[config.mk]
export PLATFORM = sky130hd
export DESIGN_NAME = hazard_control_param
export DESIGN_NICKNAME = d
export VERILOG_FILES = /design/src/rtl/hazard_control_param.sv
export SDC_FILE = /design/constraint.sdc
export NUM_CORES = 1
export LEC_CHECK = 0
export ABC_CLOCK_PERIOD_IN_PS = 2200
export CORE_UTILIZATION = 43
export DETAILED_ROUTE_END_ITERATION = 8
export PLACE_DENSITY = 0.75
export SLEW_MARGIN = 20
export SYNTH_ARGS = -nofsm -noshare
export SYNTH_HDL_FRONTEND = slang
export SYNTH_SLANG_ARGS = --single-unit
export TNS_END_PERCENT = 20
[constraint.sdc]
create_clock -name clk -period 2.2 [get_ports clk]
set_input_delay 0.22 -clock clk [delete_from_list [all_inputs] [get_ports clk]]
set_output_delay 0.22 -clock clk [all_outputs]
set_load 0.05 [all_outputs]
[src/rtl/hazard_control_param.sv]
// Pipeline hazard unit: drives stage-register write enables and flushes for load-use /
// RAW stalls, taken-branch flushes and data-memory waits, plus saturating perf counters.
module hazard_control_param #(
  parameter int REG_AW         = 5,
  parameter int LOAD_USE_STALL = 1,
  parameter int FORWARDING     = 1,
  parameter int BR_FLUSH_DEPTH = 2,
  parameter int COUNT_W        = 16
) (
  input  logic               clk,
  input  logic               rst,
  input  logic [REG_AW-1:0]  id_rs1,
  input  logic [REG_AW-1:0]  id_rs2,
  input  logic               id_use_rs1,
  input  logic               id_use_rs2,
  input  logic [REG_AW-1:0]  ex_rd,
  input  logic               ex_we,
  input  logic               ex_is_load,
  input  logic [REG_AW-1:0]  mem_rd,
  input  logic               mem_we,
  input  logic               br_taken,
  input  logic               dmem_req,
  input  logic               dmem_ready,
  input  logic               cnt_clr,
  output logic               pc_write,
  output logic               ifid_write,
  output logic               idex_write,
  output logic               exmem_write,
  output logic               memwb_write,
  output logic               ifid_flush,
  output logic               idex_flush,
  output logic [COUNT_W-1:0] stall_cycles,
  output logic [COUNT_W-1:0] flush_count
);

  typedef enum logic {IDLE, LSTALL} state_t;

  state_t     state;
  logic [2:0] rem;
  logic       ex_hit, mem_hit, data_hz, stall, mem_wait;

  always_comb begin
    ex_hit   = ex_we & (ex_rd != '0) &
               ((id_use_rs1 & (ex_rd == id_rs1)) | (id_use_rs2 & (ex_rd == id_rs2)));
    mem_hit  = mem_we & (mem_rd != '0) &
               ((id_use_rs1 & (mem_rd == id_rs1)) | (id_use_rs2 & (mem_rd == id_rs2)));
    data_hz  = (FORWARDING != 0) ? (ex_hit & ex_is_load) : (ex_hit | mem_hit);
    // LSTALL keeps stalling even though the hazard source has moved past EX
    stall    = data_hz | (state == LSTALL);
    mem_wait = dmem_req & ~dmem_ready;
  end

  always_comb begin
    pc_write    = 1'b0;
    ifid_write  = 1'b0;
    idex_write  = 1'b0;
    exmem_write = 1'b0;
    memwb_write = 1'b0;
    ifid_flush  = 1'b0;
    idex_flush  = 1'b0;
    if (rst && !mem_wait) begin
      pc_write    = 1'b1;
      ifid_write  = 1'b1;
      idex_write  = 1'b1;
      exmem_write = 1'b1;
      memwb_write = 1'b1;
      if (br_taken) begin
        ifid_flush = 1'b1;
        idex_flush = (BR_FLUSH_DEPTH == 2);
      end else if (stall) begin
        pc_write   = 1'b0;
        ifid_write = 1'b0;
        idex_flush = 1'b1;
      end
    end
  end

  always_ff @(posedge clk or negedge rst) begin
    if (!rst) begin
      state        <= IDLE;
      rem          <= '0;
      stall_cycles <= '0;
      flush_count  <= '0;
    end else begin
      if (!mem_wait) begin
        if (br_taken) begin
          state <= IDLE;
          rem   <= '0;
        end else if (state == LSTALL) begin
          rem <= rem - 3'd1;
          if (rem == 3'd1) state <= IDLE;
        end else if ((FORWARDING != 0) && data_hz && (LOAD_USE_STALL > 1)) begin
          state <= LSTALL;
          rem   <= 3'(LOAD_USE_STALL - 1);
        end
      end

      if (cnt_clr) begin
        stall_cycles <= '0;
        flush_count  <= '0;
      end else if (!mem_wait) begin
        if (br_taken && (flush_count != '1))
          flush_count <= flush_count + 1'b1;
        if (!br_taken && stall && (stall_cycles != '1))
          stall_cycles <= stall_cycles + 1'b1;
      end
    end
  end

endmodule
# Word level (Yosys, flattened, before mapping)
# Cells that the tools add are included.
word_totals:
  out_inout_bits: 39
  input_bits: 31
  elab_cells: 56
  ff_bits: 36
classes:
  muxes: 20
  n_eq_ne: 6
  reduce_logical: 13
  addsub: 3
  bitwise: 10
ops:
  columns: ["cell", "count"]
  rows:
  - ["16-bit two-way mux", 6]
  - ["16-bit by 1-bit adder with 16-bit output (second input constant)", 2]
  - ["16-bit != test (second input constant)", 2]
  - ["1-bit two-way mux", 12]
  - ["5-bit equality test", 2]
  - ["1-bit AND", 6]
  - ["3-bit two-way mux", 2]
  - ["2-bit AND reduction", 3]
  - ["2-bit nonzero test", 3]
  - ["5-bit nonzero test", 1]
  - ["1-bit logical AND", 4]
  - ["3-bit by 1-bit equality test with 1-bit output (second input constant)", 1]
  - ["3-bit by 1-bit subtractor with 3-bit output (second input constant)", 1]
  - ["1-bit zero test", 2]
  - ["2-bit != test (second input constant)", 1]
  - ["1-bit NOT", 2]
  - ["1-bit OR", 2]

# Longest topological paths before layout
depth:
  ltp_word: 11
  ltp_mapped: 8
  depth_no_buf: 7

# Worst setup path after synthesis
# Ideal clock, no wire load.
synth_timing:
  path_type: "input port to output port"
  start: "input ex_rd[0]"
  end: "output pc_write"
  path_slack_ns: -0.103
  required_ns: 1.980
  n_path_buf: 1
  arrival_time_ns: 2.083
  path_stages: 6
  cell_sequence: "or3_1 > o311a_1 > nand2_1 > a21oi_1 > nor2_1 > buf_4"
synth_between:
  elab_chain_len: 9
  elab_cells_between_ends: 13
  classes_between: "eq/ne: 2; mux: 3; bitwise: 7; reduce/logical: 1"
synth_rtl:
  columns: ["element", "line", "rtl"]
  rows:
  - ["start: declaration", "16", "input logic [REG_AW-1:0] ex_rd,"]
  - ["5-bit equality test", "44", "((id_use_rs1 & (ex_rd == id_rs1)) | (id_use_rs2 & (ex_rd == id_rs2)));"]
  - ["1-bit AND", "44", null]
  - ["1-bit OR", "44", null]
  - ["1-bit AND *", "43", "ex_hit = ex_we & (ex_rd != '0) &"]
  - ["1-bit AND *", "47", "data_hz = (FORWARDING != 0) ? (ex_hit & ex_is_load) : (ex_hit | mem_hit);"]
  - ["1-bit OR *", "49", "stall = data_hz | (state == LSTALL);"]
  - ["1-bit two-way mux * (3 in a row)", null, null]
  - ["end: declaration", "25", "output logic pc_write,"]
# Every way passes the cells marked *; elsewhere a longest branch is shown, timed or not.

# Final worst setup path
layout_timing:
  start: "input ex_rd[2]"
  end: "output ifid_write"
layout_between:
  elab_chain_len: 9
  elab_cells_between_ends: 13
  classes_between: "eq/ne: 2; mux: 3; bitwise: 7; reduce/logical: 1"
layout_rtl:
  columns: ["element", "line", "rtl"]
  rows:
  - ["5-bit equality test", "44", null]
  - ["1-bit AND", "44", null]
  - ["1-bit OR", "44", null]
  - ["1-bit AND *", "43", null]
  - ["1-bit AND *", "47", null]
  - ["1-bit OR *", "49", null]
  - ["1-bit two-way mux *", "70", "end else if (stall) begin"]
  - ["1-bit two-way mux *", "67", "if (br_taken) begin"]
  - ["1-bit two-way mux *", "61", "if (rst && !mem_wait) begin"]
  - ["end: declaration", "26", "output logic ifid_write,"]
# Marks and branches as above.

==> results_dict.tcl <==
set metrics [dict create \
    net-switching-power_mw 0.371 \
    cts.root.buffer_cell "clkbuf_8" \
    seq_area_frac_synth 0.416 \
    synthArstFlopShare 1.00 \
    cts_buffers 5 \
    drc 0 \
    r2r_slack_ns 0.21 \
    avgSynthCellArea_sq_um 9.30 \
    m1WireLength_microns 2330 \
    grt_setup_unrepaired "no" \
    drt_iter0_drc 67 \
    cap_violations 0 \
    grt_pass1_wl_microns 8500 \
    overflow 0 \
    highest_layer "met4" \
    ant_nets 0 \
    diodes 0 \
    wl_met3_microns 372 \
    yosysUniqueCellTypes 40 \
    cp_max_fo 2 \
    area_growth_pct 43.3 \
    drive_gt1_frac 0.145 \
    core.rowCount 25 \
    clk_pin_slew_worst_paths_ns 0.08 \
    p_comb_frac 0.157 \
    clk_path_buf_depth 2 \
    peakVddDrop_v 0.000411 \
    leakagePower_nw 1.21 \
    drtPass1Iterations 4 \
    grt_pass1_vias 1894 \
    wl_met2_microns 2380 \
    syn_inst 233 \
    slew-limit-headroom 0.655 \
    start_util 0.453 \
    totalPowerFinal_mw 1.48 \
    grt_usage 0.204 \
    dieArea_sq_um 5320 \
    place_area_sq_um 2980 \
    ios 70 \
    r2r_cells 8 \
    yosys_register_bits 36 \
    syn_area_sq_um 2170 \
    die_y_microns 73.0 \
    period_share 0.955 \
    ctsHtreeMaxLevel 2 \
    hold_class "primary input to async pin" \
    fin_skew_ns 0.00568 \
    final_nets 344 \
    insertion_delay_ns 0.29 \
    crit_path_end_kind "output pin" \
    p_int_mw 1.11 \
    wl_microns 5110 \
    r2r_start "stall_cycles[0]$_DFFE_PN0P_" \
    period_minus_slack_ns 2.10 \
    r2r_end "stall_cycles[15]$_DFFE_PN0P_" \
    crit_path_start_kind "primary input" \
    power_density_nw_per_um2 477 \
    sw_frac_of_total 0.251 \
    stdcell_area_sq_um 3100 \
    fmax_mhz 476 \
    die-width_microns 73.0 \
    yosys_warnings 0 \
    io_buffers 63 \
    via_count 1938 \
    status "finished, final reports clean" \
    power.clock.fraction 0.390 \
    cts.sinks 36 \
    hold_viol_final 0 \
    viasPerCell 5.14 \
    cts_tree "built" \
    grt_antenna_before_repair 0 \
    tightest_slew_ns 0.516 \
    core_sq_um 4790 \
    final_max_slew_viol_count 0 \
    critPathKind "primary input to output pin" \
    arrival_ns 1.88 \
    grt_max_degree 34 \
    sequentialPowerShare 0.452 \
    gp_congestion 0.862 \
    hpwl_microns 3760 \
    setup_viol 0 \
    crit_required_ns 1.98 \
    synth_edf_count 0 \
    wl_per_cell_microns 13.6 \
    synth_ff_type "dfrtp_1" \
    mappedNetlistNets 268 \
]
timing repair:
item                                    in CTS  in global routing
cloned                                       0                  0
endpoints found under the setup margin       2                  2
resized for setup                            2                  0
pin swaps                                    2                  1
hold buffers                                 1                  0
buffers inserted                             1                  0
hold endpoints to repair                     3                  0
per-stage QoR:
stage           util  setup WS (ns)  std cells  hold slack (ns)  TNS (ns)
2_1_floorplan      -         0.0413        233          -0.0756         0
3_3_place_gp   0.623        -0.0311        367           0.0564    -0.121
3_5_place_dp   0.623        -0.0724        367           0.0595    -0.439
4_1_cts        0.648         0.0875        377            0.284         0
5_1_grt        0.648         0.0200        377            0.284         0
6_report       0.648         0.0980        377            0.281         0
sequential cells by signal, indices dropped and copies added, names as in the netlist:
register / flops
flush_count: 16
rem: 3
state: 1
stall_cycles: 16
power groups by stage:
stage	Combinational [mW]	Clock (mW)	Sequential [mW]
finish	0.233	0.578	0.669
global route	0.250	0.620	0.669
CTS	0.235	0.589	0.669
detailed placement	0.232	0	0.682
global placement	0.230	0	0.682
floorplan	0.103	0	0.694
per-layer routing:
layer  up-vias  global-route usage
met2        66               0.336
met1       921               0.273
met4         0              0.0436
met5         -                   0
li1        948                   -
met3         3              0.0497
cell families (layout without fill, tap and decap cells):
group,count (synthesis),in the layout,synth area share
flip-flops,36,36,0.416
buffers and inverters,16,93,0.0399
multiplexers,2,2,0.00982
AO/OA/AOI/OAI,23,23,0.0768
AND/OR/NAND/NOR,116,116,0.289
XOR/XNOR,36,36,0.146
adder cells (fa/ha/maj),4,4,0.0231
Yosys cell counts (5+ instances only):
cell type	instances	area share
a21oi_1	7	0.016
and3_1	6	0.017
and4_1	5	0.020
clkbuf_1	5	0.0087
dfrtp_1	36	0.42
inv_1	5	0.0087
nand2_1	21	0.036
nand3_1	12	0.028
nand4_1	7	0.020
nor2_1	34	0.059
nor3_1	5	0.012
nor3_2	7	0.032
o21ai_0	5	0.012
xnor2_1	30	0.12
xor2_1	6	0.024
how the worst max path moves through the flow:
stage | start | to | slack [ns] | cells after the start
after CTS | ex_rd[2] | ifid_write | 0.09 | 7
after floorplan | stall_cycles[0]$_DFFE_PN0P_ | stall_cycles[8]$_DFFE_PN0P_ | 0.04 | 7
after detailed placement | ex_rd[1] | stall_cycles[15]$_DFFE_PN0P_ | -0.07 | 8
after global placement | ex_rd[1] | stall_cycles[8]$_DFFE_PN0P_ | -0.03 | 7
after global routing | ex_rd[2] | ifid_write | 0.02 | 7
final | ex_rd[2] | ifid_write | 0.1 | 7
placed cells by master, fill, tap and decap left out, types with 3 or more instances in the layout:
cell / n
clkdlybuf4s50_1: 53
dfrtp_1: 36
nor2_1: 33
xnor2_1: 30
nand2_1: 21
buf_4: 17
nand3_1: 12
nand4_1: 7
a21oi_1: 7
nor3_2: 7
and3_1: 6
xor2_1: 6
buf_12: 6
inv_1: 5
o21ai_0: 5
and4_1: 5
nor3_1: 5
clkbuf_8: 5
and2_1: 4
ha_1: 4
or3_1: 3
worst max-delay path: stages:
cell,delay [ns]
clkdlybuf4s50_1,0.42
or3_1,0.31
o311a_1,0.36
nand2_1,0.10
a21oi_1,0.09
nor2_2,0.20
buf_12,0.17
final cells by class:
class	count	area, sq um
fillers	420	1680
clock buffers	6	72.6
inverters	5	18.8
clock inverters	2	35.0
repair buffers	80	811
flip-flops and latches	36	901
well taps	67	83.8
multi-input cells	181	1180
(Power assumes the default switching activity.)
==> RTL edit: new RTL, same flow settings <==
The parameter `COUNT_W` goes from 16 to 32.
--- a/src/rtl/hazard_control_param.sv
+++ b/src/rtl/hazard_control_param.sv
@@ -6,5 +6,5 @@
   parameter int FORWARDING     = 1,
   parameter int BR_FLUSH_DEPTH = 2,
-  parameter int COUNT_W        = 16
+  parameter int COUNT_W        = 32
 ) (
   input  logic               clk,
Interface: changed (resized flush_count and stall_cycles); port bits go from 70 to 102. No check against the original RTL was run, so the function may have changed too.
==> RTL edit against the original RTL <==
The run now ends with setup timing left; routed wire length is 99% higher; count of clock-buffer cells in the layout is 9 higher; synthesized area up 76%; via count increased by 93%; design area increased by 79%; sequential cell count rose by 32; worst hold slack worse by 0.16 ns; total power is 76% higher; final cell count increased by 79%; maximum frequency fell by 4.5%; utilization decreased by 0.75 points; clock skew up 0.015 ns; worst setup slack worse by 0.099 ns.
==> RTL edit: results (changes against the original RTL) <==
outcome: "finished, violations left"
failed_checks: "setup timing"
fin_ws_ns: -0.00133  # -0.0994 ns
max_stage_delay_ns: 0.59  # +0.17 ns
crit_path_max_fanout: 9  # +7
grt_use_met1_pct: 29.0  # +1.7 points
place_hpwl_um: 7490  # +100%
tightest_slew_ns: 0.863  # +0.347 ns
synth_area_leaders: "dfrtp_1 (45%), nor2_1 (5.5%), xnor2_1 (5.0%), xor2_1 (4.8%), nand4_1 (4.3%)"
r2r_setup_slack_ns: 0.02  # -0.19 ns
fill_cells: 710  # +69%
grt_pass1_wl_um: 16700  # +97%
met3_length_um: 727  # +95%
cp_num_buf_inv: 1  # -1
grt_start_max_net_pins: 69  # +100%
nets: 595  # +73%
setup_viol: 1  # +1
worst_hold_path_type: "in2async"
cts_setup_buffers: 0  # -1
r2r-end: "stall_cycles[31]"
dpl_cell_area_um2: 5310  # +78%
globalplace.congestion: 0.804  # -6.7%
synthCells: 426  # +83%
cts_buffers: 9  # +4
wl_met1_um: 4250  # +82%
dr_wl_met2_um: 5080  # +110%
top_regs: "flush_count (32), stall_cycles (32), rem (3)"
slowest_stage: "or4_4"
io_buffers: 95  # +51%
clock_latency_ns: 0.35  # +0.06 ns
arrival_ns: 2.47  # +0.59 ns
vias: 3739  # +93%
grtUsageMet2_pct: 40.7  # +7.0 points
wl_per_cell_um: 15.1  # +11%
yosysSeqAreaShare_pct: 44.5  # +2.9 points
htree_levels: 3  # +1
setup_tns_ns: -0.00133  # -0.00133 ns
r2r.worst_path.cells: 7  # -1
totalWireLength_um: 10200  # +99%
grt_pass1_vias: 3628  # +92%
placed_cells: 657  # +79%
whs_ns: 0.122  # -0.159 ns
synth.top_cells.by_count: "dfrtp_1 (68), nor2_1 (56), nand2_1 (31)"
syn_nets: 461  # +72%
post_cts_resized: 6  # +4
fin_skew_ns: 0.0205  # +0.0148 ns
first_pass_iters: 4  # unchanged
drt_iter0_drc: 120  # +79%
grt_util_met3_pct: 5.92  # +0.95 points
p_leak_nw: 2.23  # +83%
ir_drop_uv: 345  # -16%
grtUsageTotal_pct: 23.5  # +3.1 points
drive_above_1_share_pct: 20.4  # +5.8 points
place_ws_ns: -0.463  # -0.391 ns
-- RTL edit: area by class of cell --
class	count	area [um^2]	area share (%)
Multi-Input combinational cell	324	2080	37.5
Inverter	14	52.6	0.945
Clock inverter	1	30.0	0.540
Timing Repair Buffer	143	1370	24.5
Clock buffer	15	176	3.17
Sequential cell	68	1720	30.9
Tap cell	108	135	2.43
-- RTL edit: logic make-up after synthesis --
| family | after synthesis | synth area share [%] |
|---|---|---|
| fa+ha+maj | 4 | 1.31 |
| xor+xnor | 43 | 9.86 |
| simple gates | 212 | 28.9 |
| mux | 9 | 2.62 |
| flops | 68 | 44.5 |
| buf+inv | 34 | 4.06 |
| compound gates | 56 | 8.74 |
-- RTL edit: power by group --
part / switching, mW / internal (mW) / total, mW / leakage [nW]
registers: 0.00427 / 1.25 / 1.26 / 0.926
clock network: 0.469 / 0.620 / 1.09 / 0.104
logic: 0.145 / 0.111 / 0.256 / 1.20
total: 0.619 / 1.98 / 2.60 / 2.23
-- RTL edit: worst register-to-register path, cell delays in order (launching register included) --
cell and delay (ns):
dfrtp_2 0.43, ha_4 0.17, nand4_1 0.13, nor2_4 0.05, and4_1 0.24, or3_4 0.40, or4_1 0.55, a21oi_2 0.14
-- RTL edit: worst max path at each step --
stage / from / end / slack, ns / cells after the start
5_1_grt: id_rs1[4] / stall_cycles[28] / -0.07 / 8
2_1_floorplan: stall_cycles[0] / stall_cycles[28] / -0.28 / 8
6_report: id_rs1[2] / stall_cycles[30] / -0.001 / 7
4_1_cts: stall_cycles[1] / stall_cycles[28] / 0.002 / 7
3_5_place_dp: ex_rd[2] / stall_cycles[28] / -0.46 / 7
3_3_place_gp: ex_rd[4] / stall_cycles[28] / -0.38 / 7
